--- src/rtl/calc_host_driver.sv ---
// Host-side initiator for the calculator operand/result port: drives A then B
// with a load strobe, releases the bus, waits WAIT_CYCLES, samples the result.
module calc_host_driver #(
  parameter int WAIT_CYCLES = 2
) (
  input  logic       clk,
  input  logic       rst,
  input  logic       i_req_valid,
  output logic       o_req_ready,
  input  logic [7:0] i_req_a,
  input  logic [7:0] i_req_b,
  input  logic [3:0] i_req_op,
  output logic       o_rsp_valid,
  input  logic       i_rsp_ready,
  output logic [7:0] o_rsp_y,
  output logic [3:0] o_rsp_op,
  output logic [7:0] o_bus_out,
  output logic [7:0] o_bus_oe,
  input  logic [7:0] i_bus_in,
  output logic [3:0] o_bus_sel,
  output logic       o_bus_stb,
  output logic       o_bus_addr,
  output logic [7:0] o_txn_count
);

  typedef enum logic [2:0] {
    S_IDLE, S_DRV_A, S_DRV_B, S_TURN, S_WAIT, S_SAMPLE, S_RESP
  } state_t;

  localparam logic [3:0] W = 4'(WAIT_CYCLES);

  state_t     r_state, w_next;
  logic [7:0] r_b;
  logic [3:0] r_op;
  logic [3:0] r_wcnt;
  logic [7:0] r_bus_out, r_bus_oe;
  logic       r_bus_stb, r_bus_addr;
  logic [7:0] r_rsp_y;
  logic [3:0] r_rsp_op;
  logic [7:0] r_txn;
  logic       w_accept;
  logic       w_drv_next;

  assign o_req_ready = (r_state == S_IDLE) && !rst;
  assign w_accept    = i_req_valid && o_req_ready;
  assign w_drv_next  = (w_next == S_DRV_A) || (w_next == S_DRV_B);

  always_comb begin
    w_next = r_state;
    case (r_state)
      S_IDLE:   if (w_accept) w_next = S_DRV_A;
      S_DRV_A:  w_next = S_DRV_B;
      S_DRV_B:  w_next = S_TURN;
      S_TURN:   w_next = (W != 4'd0) ? S_WAIT : S_SAMPLE;
      S_WAIT:   if (r_wcnt <= 4'd1) w_next = S_SAMPLE;
      S_SAMPLE: w_next = S_RESP;
      S_RESP:   if (i_rsp_ready) w_next = S_IDLE;
      default:  w_next = S_IDLE;
    endcase
  end

  always_ff @(posedge clk) begin
    if (rst) begin
      r_state    <= S_IDLE;
      r_b        <= 8'h00;
      r_op       <= 4'h0;
      r_wcnt     <= 4'h0;
      r_bus_out  <= 8'h00;
      r_bus_oe   <= 8'h00;
      r_bus_stb  <= 1'b0;
      r_bus_addr <= 1'b0;
      r_rsp_y    <= 8'h00;
      r_rsp_op   <= 4'h0;
      r_txn      <= 8'h00;
    end else begin
      r_state <= w_next;
      // Operand A goes straight into the bus register on accept, so only B is kept.
      if (w_accept) begin
        r_b  <= i_req_b;
        r_op <= i_req_op;
      end
      r_bus_oe  <= w_drv_next ? 8'hFF : 8'h00;
      r_bus_stb <= w_drv_next;
      if (w_next == S_DRV_A)      r_bus_out <= i_req_a;
      else if (w_next == S_DRV_B) r_bus_out <= r_b;
      else                        r_bus_out <= 8'h00;
      if (w_next == S_DRV_A)      r_bus_addr <= 1'b0;
      else if (w_next == S_DRV_B) r_bus_addr <= 1'b1;
      if (w_next == S_WAIT && r_state != S_WAIT) r_wcnt <= W;
      else if (r_state == S_WAIT && r_wcnt != 4'd0) r_wcnt <= r_wcnt - 4'd1;
      if (r_state == S_SAMPLE) begin
        r_rsp_y  <= i_bus_in;
        r_rsp_op <= r_op;
      end
      if (r_state == S_RESP && i_rsp_ready) r_txn <= r_txn + 8'd1;
    end
  end

  assign o_rsp_valid = (r_state == S_RESP);
  assign o_rsp_y     = r_rsp_y;
  assign o_rsp_op    = r_rsp_op;
  assign o_bus_out   = r_bus_out;
  assign o_bus_oe    = r_bus_oe;
  assign o_bus_sel   = r_op;
  assign o_bus_stb   = r_bus_stb;
  assign o_bus_addr  = r_bus_addr;
  assign o_txn_count = r_txn;

endmodule

--- config.mk ---
export PLATFORM = sky130hd
export DESIGN_NAME = calc_host_driver
export DESIGN_NICKNAME = d
export VERILOG_FILES = /design/src/rtl/calc_host_driver.sv
export SDC_FILE = /design/constraint.sdc
export NUM_CORES = 1
export LEC_CHECK = 0
export ABC_AREA = 1
export BUFFER_PORTS_ARGS = -buffer_cell sky130_fd_sc_hd__buf_2
export CORE_MARGIN = 4
export CORE_UTILIZATION = 49
export DETAILED_ROUTE_END_ITERATION = 7
export PLACE_DENSITY = 0.88
export SYNTH_ARGS = -nofsm -noshare
export SYNTH_HDL_FRONTEND = slang
export SYNTH_SLANG_ARGS = --single-unit
export TNS_END_PERCENT = 50
--- constraint.sdc ---
create_clock -name clk -period 1.5 [get_ports clk]
set_clock_uncertainty 0.15 [all_clocks]
set_input_delay 0.3 -clock clk [delete_from_list [all_inputs] [get_ports clk]]
set_output_delay 0.3 -clock clk [all_outputs]
set_load 0.03 [all_outputs]
==> Word-level counts from Yosys, hierarchy flattened <==
Index checks and enable logic that the tools add are counted.
{ "totals": {"regBits": 57, "inputBits": 32, "word_cells": 46} }
{ "classes": {"add_sub_neg": 2, "n_lt_le_gt_ge": 1, "n_eq_ne": 10, "muxes": 9, "reduce_logical": 12} }
{ "ops": {"columns": ["op", "n"], "rows": [
  ["two-way mux 8 bit", 3],
  ["one-hot mux 3 bit (7 select lines)", 1],
  ["equality test 3 bit, second input constant", 4],
  ["equality test 3 x 2 -> 1 bit, second input constant", 3],
  ["two-way mux 3 bit", 3],
  ["adder 8 x 1 -> 8 bit, second input constant", 1],
  ["equality test 3 x 1 -> 1 bit, second input constant", 2],
  ["logical AND 1 bit", 5],
  ["<= comparator 4 x 1 -> 1 bit, second input constant", 1],
  ["two-way mux 2 bit", 2],
  ["nonzero test 4 bit", 1],
  ["OR reduction 2 bit", 2],
  ["subtractor 4 x 1 -> 4 bit, second input constant", 1],
  ["logical NOT 3 bit", 1],
  ["!= test 3 bit, second input constant", 1],
  ["nonzero test 2 bit", 1],
  ["logical NOT 1 bit", 1],
  ["logical OR 1 bit", 1]
]} }

==> Logic depth before layout (Yosys ltp) <==
Gate-level depths: netlist (run 1).
{ "depth": {"ltp_word": 8, "depth_mapped": 8, "depth_no_buf": 8} }

==> Worst setup path before layout (run 1) <==
OpenSTA, ideal clock, no wires.
{ "synth_timing": {"path_type": "register to output", "from": "register r_state[2]", "to": "output o_req_ready", "arrival_ns": 1.327, "slack_ns": -0.277, "stages_incl_launch_ff": 4, "n_path_buf": 2, "path_cell_list": "dfxtp_1 buf_6 clkbuf_1 nor3_1"} }
{ "synth_between": {"elab_chain_cells": 2} }
{ "synth_lines": {"columns": ["element", "line_no", "text"], "rows": [
  ["start: declaration", "32", "state_t r_state, w_next;"],
  ["start signal: assignment", "76", "r_state <= w_next;"],
  ["logical NOT 3 bit", "44", "assign o_req_ready = (r_state == S_IDLE) && !rst;"],
  ["logical AND 1 bit", "44", null],
  ["end: declaration", "9", "output logic o_req_ready,"]
]} }
No other way between the ends.

==> Worst setup path in the final report (run 1) <==
{ "layout_timing": {"from": "register r_state[1]", "to": "output o_req_ready"} }
Same word-level chain as after synthesis.

==> flow_metrics.env, run 1 <==
export IMPL_status="finished with violations"
export IMPL_violations="setup timing"
export IMPL_fin_crit_ns=1.558
export IMPL_synthCells=277
export IMPL_drtIter0Drc=87
export IMPL_syn_num_nets=312
export IMPL_postLayoutCellArea_um2=2661
export IMPL_p_leak_nw=1.246
export IMPL_finalCritPeriodShare_pct=103.9
export IMPL_fillers=329
export IMPL_drive_above_1_share_pct=34.38
export IMPL_clock_path_buffers=2
export IMPL_crit_required_ns=1.05
export IMPL_fmax_mhz=641.8
export IMPL_drv_slew=0
export IMPL_peakVddDrop_uv=579.3
export IMPL_arrival_ns=1.11
export IMPL_powerDensity_nw_per_um2=1019
export IMPL_area_sequential_um2=991.0
export IMPL_ys_types=26
export IMPL_grt_use_total_pct=18.19
export IMPL_setup_ws_ns=-0.05800
export IMPL_cts_sinks=49
export IMPL_top_layer="met4"
export IMPL_hpwl_um=3311
export IMPL_wl_per_cell_um=12.06
export IMPL_clk_pin_slew_ns=0.09
export IMPL_die_h_um=73.26
export IMPL_gr_total_overflow=0
export IMPL_rsz0062_at_grt="yes"
export IMPL_wl_met3_um=209
export IMPL_crit_path_max_fanout=4
export IMPL_cp_start_kind="flip-flop"
export IMPL_clockRootBuffer="clkbuf_8"
export IMPL_synth_yosys_seq_area_share_pct=47.00
export IMPL_wirelength_um=4847
export IMPL_drtAntennaViolNets=0
export IMPL_viasPerCell=4.910
export IMPL_finalSetupViolCount=1
export IMPL_antenna_found_initial=0
export IMPL_final_setup_tns_ns=-0.05800
export IMPL_area_growth_synth_to_final_pct=27.52
export IMPL_multiInputGateArea_um2=923.4
export IMPL_dieWidth_um=73.26
export IMPL_core_um2=4058
export IMPL_dr_pass1_iters=4
export IMPL_place_congestion=0.8539
export IMPL_rows=23
export IMPL_clkLatencyLatePin_ns=0.30
export IMPL_grt_max_degree=33
export IMPL_dr_total_vias=1974
export IMPL_synth_seq_cells=49
export IMPL_worst_hold_path_type="in2reg"
export IMPL_wl_met1_um=2032
export IMPL_drcViolationCount=0
export IMPL_tightest_slew_ns=0.3087
export IMPL_cts_htree_levels=2
export IMPL_syn_area_um2=2087
export IMPL_start_util_pct=51.43
export IMPL_io_buffers=75
export IMPL_relSlewSlack_pct=79.42
export IMPL_io_pins=76
export IMPL_yosysWarnings=0
export IMPL_hold_violations=0
export IMPL_cts_made_buffers=5
export IMPL_avgSynthCellArea_um2=7.534
export IMPL_antenna_cells=0
export IMPL_grt_pass1_vias=1852
export IMPL_crit_path_end_kind="output port"
export IMPL_dr_wl_met2_um=2511
export IMPL_num_nets_final=386
export IMPL_cts_tree="yes"
export IMPL_crit_type="reg2out"
export IMPL_die_area_um2=5367
export IMPL_dpl_cell_area_um2=2444
export IMPL_holdBufCountCts=0
export IMPL_grt_pass1_wl_um=7769
export IMPL_max_cap_violations=0
power breakdown:
| group | switching (mW) | internal [mW] |
|---|---|---|
| clock | 0.437 | 0.501 |
| sequential | 0.0313 | 1.34 |
| combinational | 0.260 | 0.141 |
placed cells by master (no fill, tap or decap), types with 2 or more instances in the layout:
cell,Yosys,final
a21oi_1,42,42
buf_2,5,73
buf_4,9,11
buf_6,3,2
clkbuf_8,0,5
dfxtp_1,49,45
dfxtp_2,0,2
dfxtp_4,0,2
ha_1,3,2
inv_1,19,16
inv_2,4,6
nand2_1,80,79
nand2_2,4,4
nand2_4,1,2
nand3_1,19,19
nand3b_1,2,2
nand4_1,3,3
nor2_1,14,12
nor2_2,3,2
nor2_4,2,5
o21ai_0,6,6
registers in the layout, indices dropped and copies added (netlist names):
register     count
o_txn_count      8
o_rsp_op         4
o_bus_oe         1
r_wcnt           4
o_bus_sel        4
r_state          3
o_bus_out        8
o_rsp_y          8
r_b              8
o_bus_addr       1
routing by layer:
metal,vias up,GRT usage (%)
li1,1026,-
met1,892,19.73
met2,47,33.17
met3,9,3.830
met4,0,8.811
met5,-,0
stage by stage:
step	setup slack (ns)	cells	hold slack, ns	total power, mW	util, %
after floorplan	0.06482	277	0.2927	1.676	-
after global placement	0.1021	388	0.2956	1.760	60.22
after detailed placement	0.08278	388	0.2987	1.763	60.22
after CTS	-0.06328	401	0.07768	2.724	64.97
after global routing	-0.09413	402	0.07665	2.815	65.59
final	-0.05800	402	0.08435	2.711	65.59
path summary, 6_finish.rpt:
check	to	depth (start not counted)	start	slack, ns
hold / removal	r_b[5]$_SDFFE_PP0P_	3	i_req_b[5]	0.08
setup reg to reg	o_txn_count[3]$_SDFFE_PP0P_	7	r_state[2]$_SDFF_PP0_	0.04
setup / recovery	o_req_ready	4	r_state[1]$_SDFF_PP0_	-0.06
hold reg to reg	o_rsp_y[6]$_SDFFE_PP0P_	2	o_rsp_y[6]$_SDFFE_PP0P_	0.31
timing repair:
| item | CTS | global route |
|---|---|---|
| endpoints found under the setup margin | 2 | 33 |
| buffers inserted | 5 | 1 |
| hold endpoints to repair | 0 | 0 |
| pin swaps | 2 | 3 |
| gates resized for setup | 16 | 8 |
cell type report:
| type | count | area share, % |
|---|---|---|
| Inverter | 23 | 3.291 |
| Sequential cell | 49 | 37.24 |
| Timing Repair Buffer | 87 | 18.24 |
| Clock inverter | 2 | 1.457 |
| Multi-Input combinational cell | 185 | 34.70 |
| Tap cell | 50 | 2.351 |
| Clock buffer | 6 | 2.727 |
logic make-up after synthesis:
group,share of synthesized area (%)
compound gates,12.53
xor+xnor,0.4197
fa+ha+maj,1.799
buf+inv,10.73
flops,47.00
simple gates,27.52
worst max-delay path: stages, from the launching register on:
cell     delay [ns]
dfxtp_2        0.37
nor2_4         0.13
inv_2          0.05
nor3_4         0.11
buf_6          0.15
cell usage after synthesis:
master    instances  area [um^2]
dfxtp_1          49        980.9
o21ai_1           1        5.000
nand3_2           1        10.01
o21a_1            1        7.510
nor3_1            1        5.000
nand3b_1          2        15.01
o21ai_0           6        30.03
ha_1              3        37.54
nand3_1          19        95.09
inv_2             4        15.01
a41oi_1           1        8.760
buf_2             5        25.02
xor2_1            1        8.760
buf_1             1        3.750
a21oi_1          42        210.2
clkbuf_1          2        7.510
nand4_1           3        18.77
nor2_4            2        22.52
nand2_2           4        25.02
inv_1            19        71.32
buf_6             3        33.78
buf_4             9        67.56
nor2_2            3        18.77
nand2_4           1        11.26
nor2_1           14        52.55
nand2_1          80        300.3
Note: power is estimated with default switching activity, not from simulation.
==> run 2, diff against run 1 <==
- ABC_AREA: 1 -> unset
- CORE_UTILIZATION: 49 -> 48
- PLACE_DENSITY: 0.88 -> 0.87
==> run 2 against run 1 <==
Compared with the run above:
- the run still ends with setup timing left
- global-route usage rose by 0.52 points
- worst setup slack got worse by 0.30 ns
- hold slack worse by 0.015 ns
- utilization up 4.6 points
- clock power down 13%
- synthesized area is 2.3% lower
- routed wire length up 12%
- largest power group unchanged
==> flow_metrics.env, run 2 <==
export IMPL_violations="setup timing"
export IMPL_final_common_cell="buf_2"
export IMPL_peakVddDrop_uv=757.7
export IMPL_fmax_mhz=537.6
export IMPL_crit_path_max_fanout=2
export IMPL_synth_compound_area_share_pct=15.83
export IMPL_relSlewSlack_pct=63.57
export IMPL_synth_seq_cells=49
export IMPL_hold_end="o_rsp_y[2]$_SDFFE_PP0P_"
export IMPL_timing_rr_end="o_bus_out[7]$_SDFF_PP0_"
export IMPL_grt_max_degree=50
export IMPL_clkLatencyLatePin_ns=0.31
export IMPL_synth_top_cells_by_count="dfxtp_1 (49), nor2_1 (28), a21oi_1 (22)"
export IMPL_drtIter0Drc=62
export IMPL_fillers=295
export IMPL_finalSetupViolCount=36
export IMPL_grt_pass1_wl_um=7886
export IMPL_post_place_ws_ns=-0.2076
export IMPL_start_util_pct=50.26
export IMPL_multiInputGateArea_um2=1046
export IMPL_dr_wl_met2_um=2836
export IMPL_dr_pass1_iters=4
export IMPL_drive_above_1_share_pct=47.57
export IMPL_synth_edff_count=0
export IMPL_fin_crit_ns=1.860
export IMPL_io_buffers=75
export IMPL_synth_adder_area_share_pct=1.840
export IMPL_synth_yosys_seq_area_share_pct=48.10
export IMPL_yosysMostFrequentCell="dfxtp_1"
export IMPL_dpl_cell_count=347
export IMPL_synth_top_cell_area_share_pct=48.10
export IMPL_antenna_found_initial=0
export IMPL_dieWidth_um=73.19
export IMPL_yosysWarnings=0
export IMPL_crit_required_ns=1.05
export IMPL_hpwl_um=3522
export IMPL_final_setup_tns_ns=-7.614
export IMPL_clock_path_buffers=2
export IMPL_hold_start="i_bus_in[2]"
export IMPL_muxShareOfSynthArea_pct=7.485
export IMPL_cp_start_kind="flip-flop"
export IMPL_cts_tree="yes"
export IMPL_synthCells=226
export IMPL_synthSimpleGateAreaFrac_pct=17.98
export IMPL_wl_met1_um=2174
export IMPL_setup_ws_ns=-0.3603
export IMPL_num_nets_final=343
export IMPL_finalCritPeriodShare_pct=124.0
export IMPL_place_congestion=0.8333
export IMPL_drv_slew=0
export IMPL_viasPerCell=5.524
export IMPL_cts_sinks=49
export IMPL_rows=23
export IMPL_wl_per_cell_um=15.18
export IMPL_r2r_slack_ns=-0.29
export IMPL_stdcell_count=359
export IMPL_yosysTopAreaCell="dfxtp_1"
export IMPL_tightest_slew_ns=0.5465
export IMPL_status="finished with violations"
export IMPL_synth_top_family_by_area="simple AND/OR/NAND/NOR gates"
export IMPL_clk_pin_slew_ns=0.10
export IMPL_arrival_ns=1.41
export IMPL_hold_depth=3
export IMPL_grt_pass1_vias=1784
export IMPL_crit_type="reg2out"
export IMPL_clockRootBuffer="clkbuf_8"
export IMPL_die_h_um=73.19
export IMPL_synth_flop_cell="dfxtp_1"
export IMPL_synthXorXnorAreaFrac_pct=0.4294
export IMPL_avgSynthCellArea_um2=9.024
export IMPL_drcViolationCount=0
export IMPL_postLayoutCellArea_um2=2849
export IMPL_powerDensity_nw_per_um2=937.3
export IMPL_gr_total_overflow=0
export IMPL_io_pins=76
export IMPL_wl_met3_um=353
export IMPL_dr_total_vias=1983
export IMPL_syn_num_nets=261
export IMPL_p_leak_nw=1.319
export IMPL_grt_use_total_pct=18.71
export IMPL_holdBufCountCts=0
export IMPL_die_area_um2=5356
export IMPL_syn_area_um2=2039
export IMPL_rsz0062_at_grt="yes"
export IMPL_hold_worst_slack_ns=0.06983
export IMPL_worst_hold_path_type="in2reg"
export IMPL_cts_htree_levels=2
export IMPL_top_layer="met4"
export IMPL_ys_types=36
export IMPL_area_growth_synth_to_final_pct=39.69
export IMPL_max_cap_violations=0
export IMPL_core_um2=4058
export IMPL_hold_violations=0
export IMPL_dpl_cell_area_um2=2509
export IMPL_cts_made_buffers=5
export IMPL_async_flop_share_pct=0
export IMPL_drtAntennaViolNets=0
export IMPL_r2r_start="r_state[0]$_SDFF_PP0_"
export IMPL_crit_path_end_kind="output port"
export IMPL_synth_area_leaders="dfxtp_1 (48%), mux2i_1 (6.4%), a21oi_1 (5.4%), nor2_1 (5.2%), o21ai_0 (4.7%)"
export IMPL_antenna_cells=0
export IMPL_layout_common_cells="buf_2 (73), dfxtp_1 (43), nor2_1 (28)"
export IMPL_area_sequential_um2=993.5
export IMPL_wirelength_um=5450
export IMPL_reg2reg_depth=7
export IMPL_final_util_pct=70.21
export IMPL_finalPower_mw=2.670
-- run 2: cells by family (layout without fill, tap and decap cells) --
| kind of cell | after synthesis | count (layout) |
|---|---|---|
| AO/OA/AOI/OAI | 55 | 55 |
| XOR/XNOR | 1 | 1 |
| adder cells (fa/ha/maj) | 3 | 3 |
| buffers and inverters | 32 | 115 |
| flip-flops | 49 | 49 |
| multiplexers | 15 | 15 |
| AND/OR/NAND/NOR | 71 | 71 |
-- run 2: report_power, final --
part / internal (mW) / switching, mW / total [mW]
clock: 0.340 / 0.473 / 0.813
sequential: 1.34 / 0.0284 / 1.37
combinational: 0.196 / 0.294 / 0.490
-- run 2: how the worst max path moves through the flow --
| stage | from | endpoint | slack (ns) | cells past startpoint |
|---|---|---|---|---|
| finish | r_state[0]$_SDFF_PP0_ | o_req_ready | -0.36 | 3 |
| global route | r_state[0]$_SDFF_PP0_ | o_req_ready | -0.41 | 3 |
| CTS | r_state[0]$_SDFF_PP0_ | o_req_ready | -0.36 | 3 |
| detailed placement | r_wcnt[0]$_SDFFE_PP0P_ | r_wcnt[1]$_SDFFE_PP0P_ | -0.21 | 5 |
| global placement | rst | o_req_ready | -0.17 | 4 |
| floorplan | r_state[2]$_SDFF_PP0_ | r_wcnt[2]$_SDFFE_PP0P_ | -0.11 | 5 |
-- run 2: area by class of cell --
type / count / area share (%)
Multi-Input combinational cell: 145 / 36.71
Clock buffer: 5 / 2.415
Clock inverter: 3 / 0.9223
Sequential cell: 49 / 34.87
Inverter: 7 / 1.010
Tap cell: 50 / 2.196
Timing Repair Buffer: 100 / 21.87
-- run 2: routing by layer --
metal  global-route usage (%)  up-vias
li1                         -      955
met4                    7.992        0
met2                    31.98       65
met3                    5.234        9
met1                    21.70      954
met5                        0        -
-- run 2: critical path, cell delays in order, from the launching register on --
cell	delay, ns
dfxtp_4	0.35
or4_4	0.55
inv_4	0.09
buf_6	0.12
-- run 2: timing repair --
item / in CTS / in global routing
pin swaps: 8 / 33
resized for setup: 18 / 35
endpoints found under the setup margin: 35 / 55
buffers inserted: 2 / 2
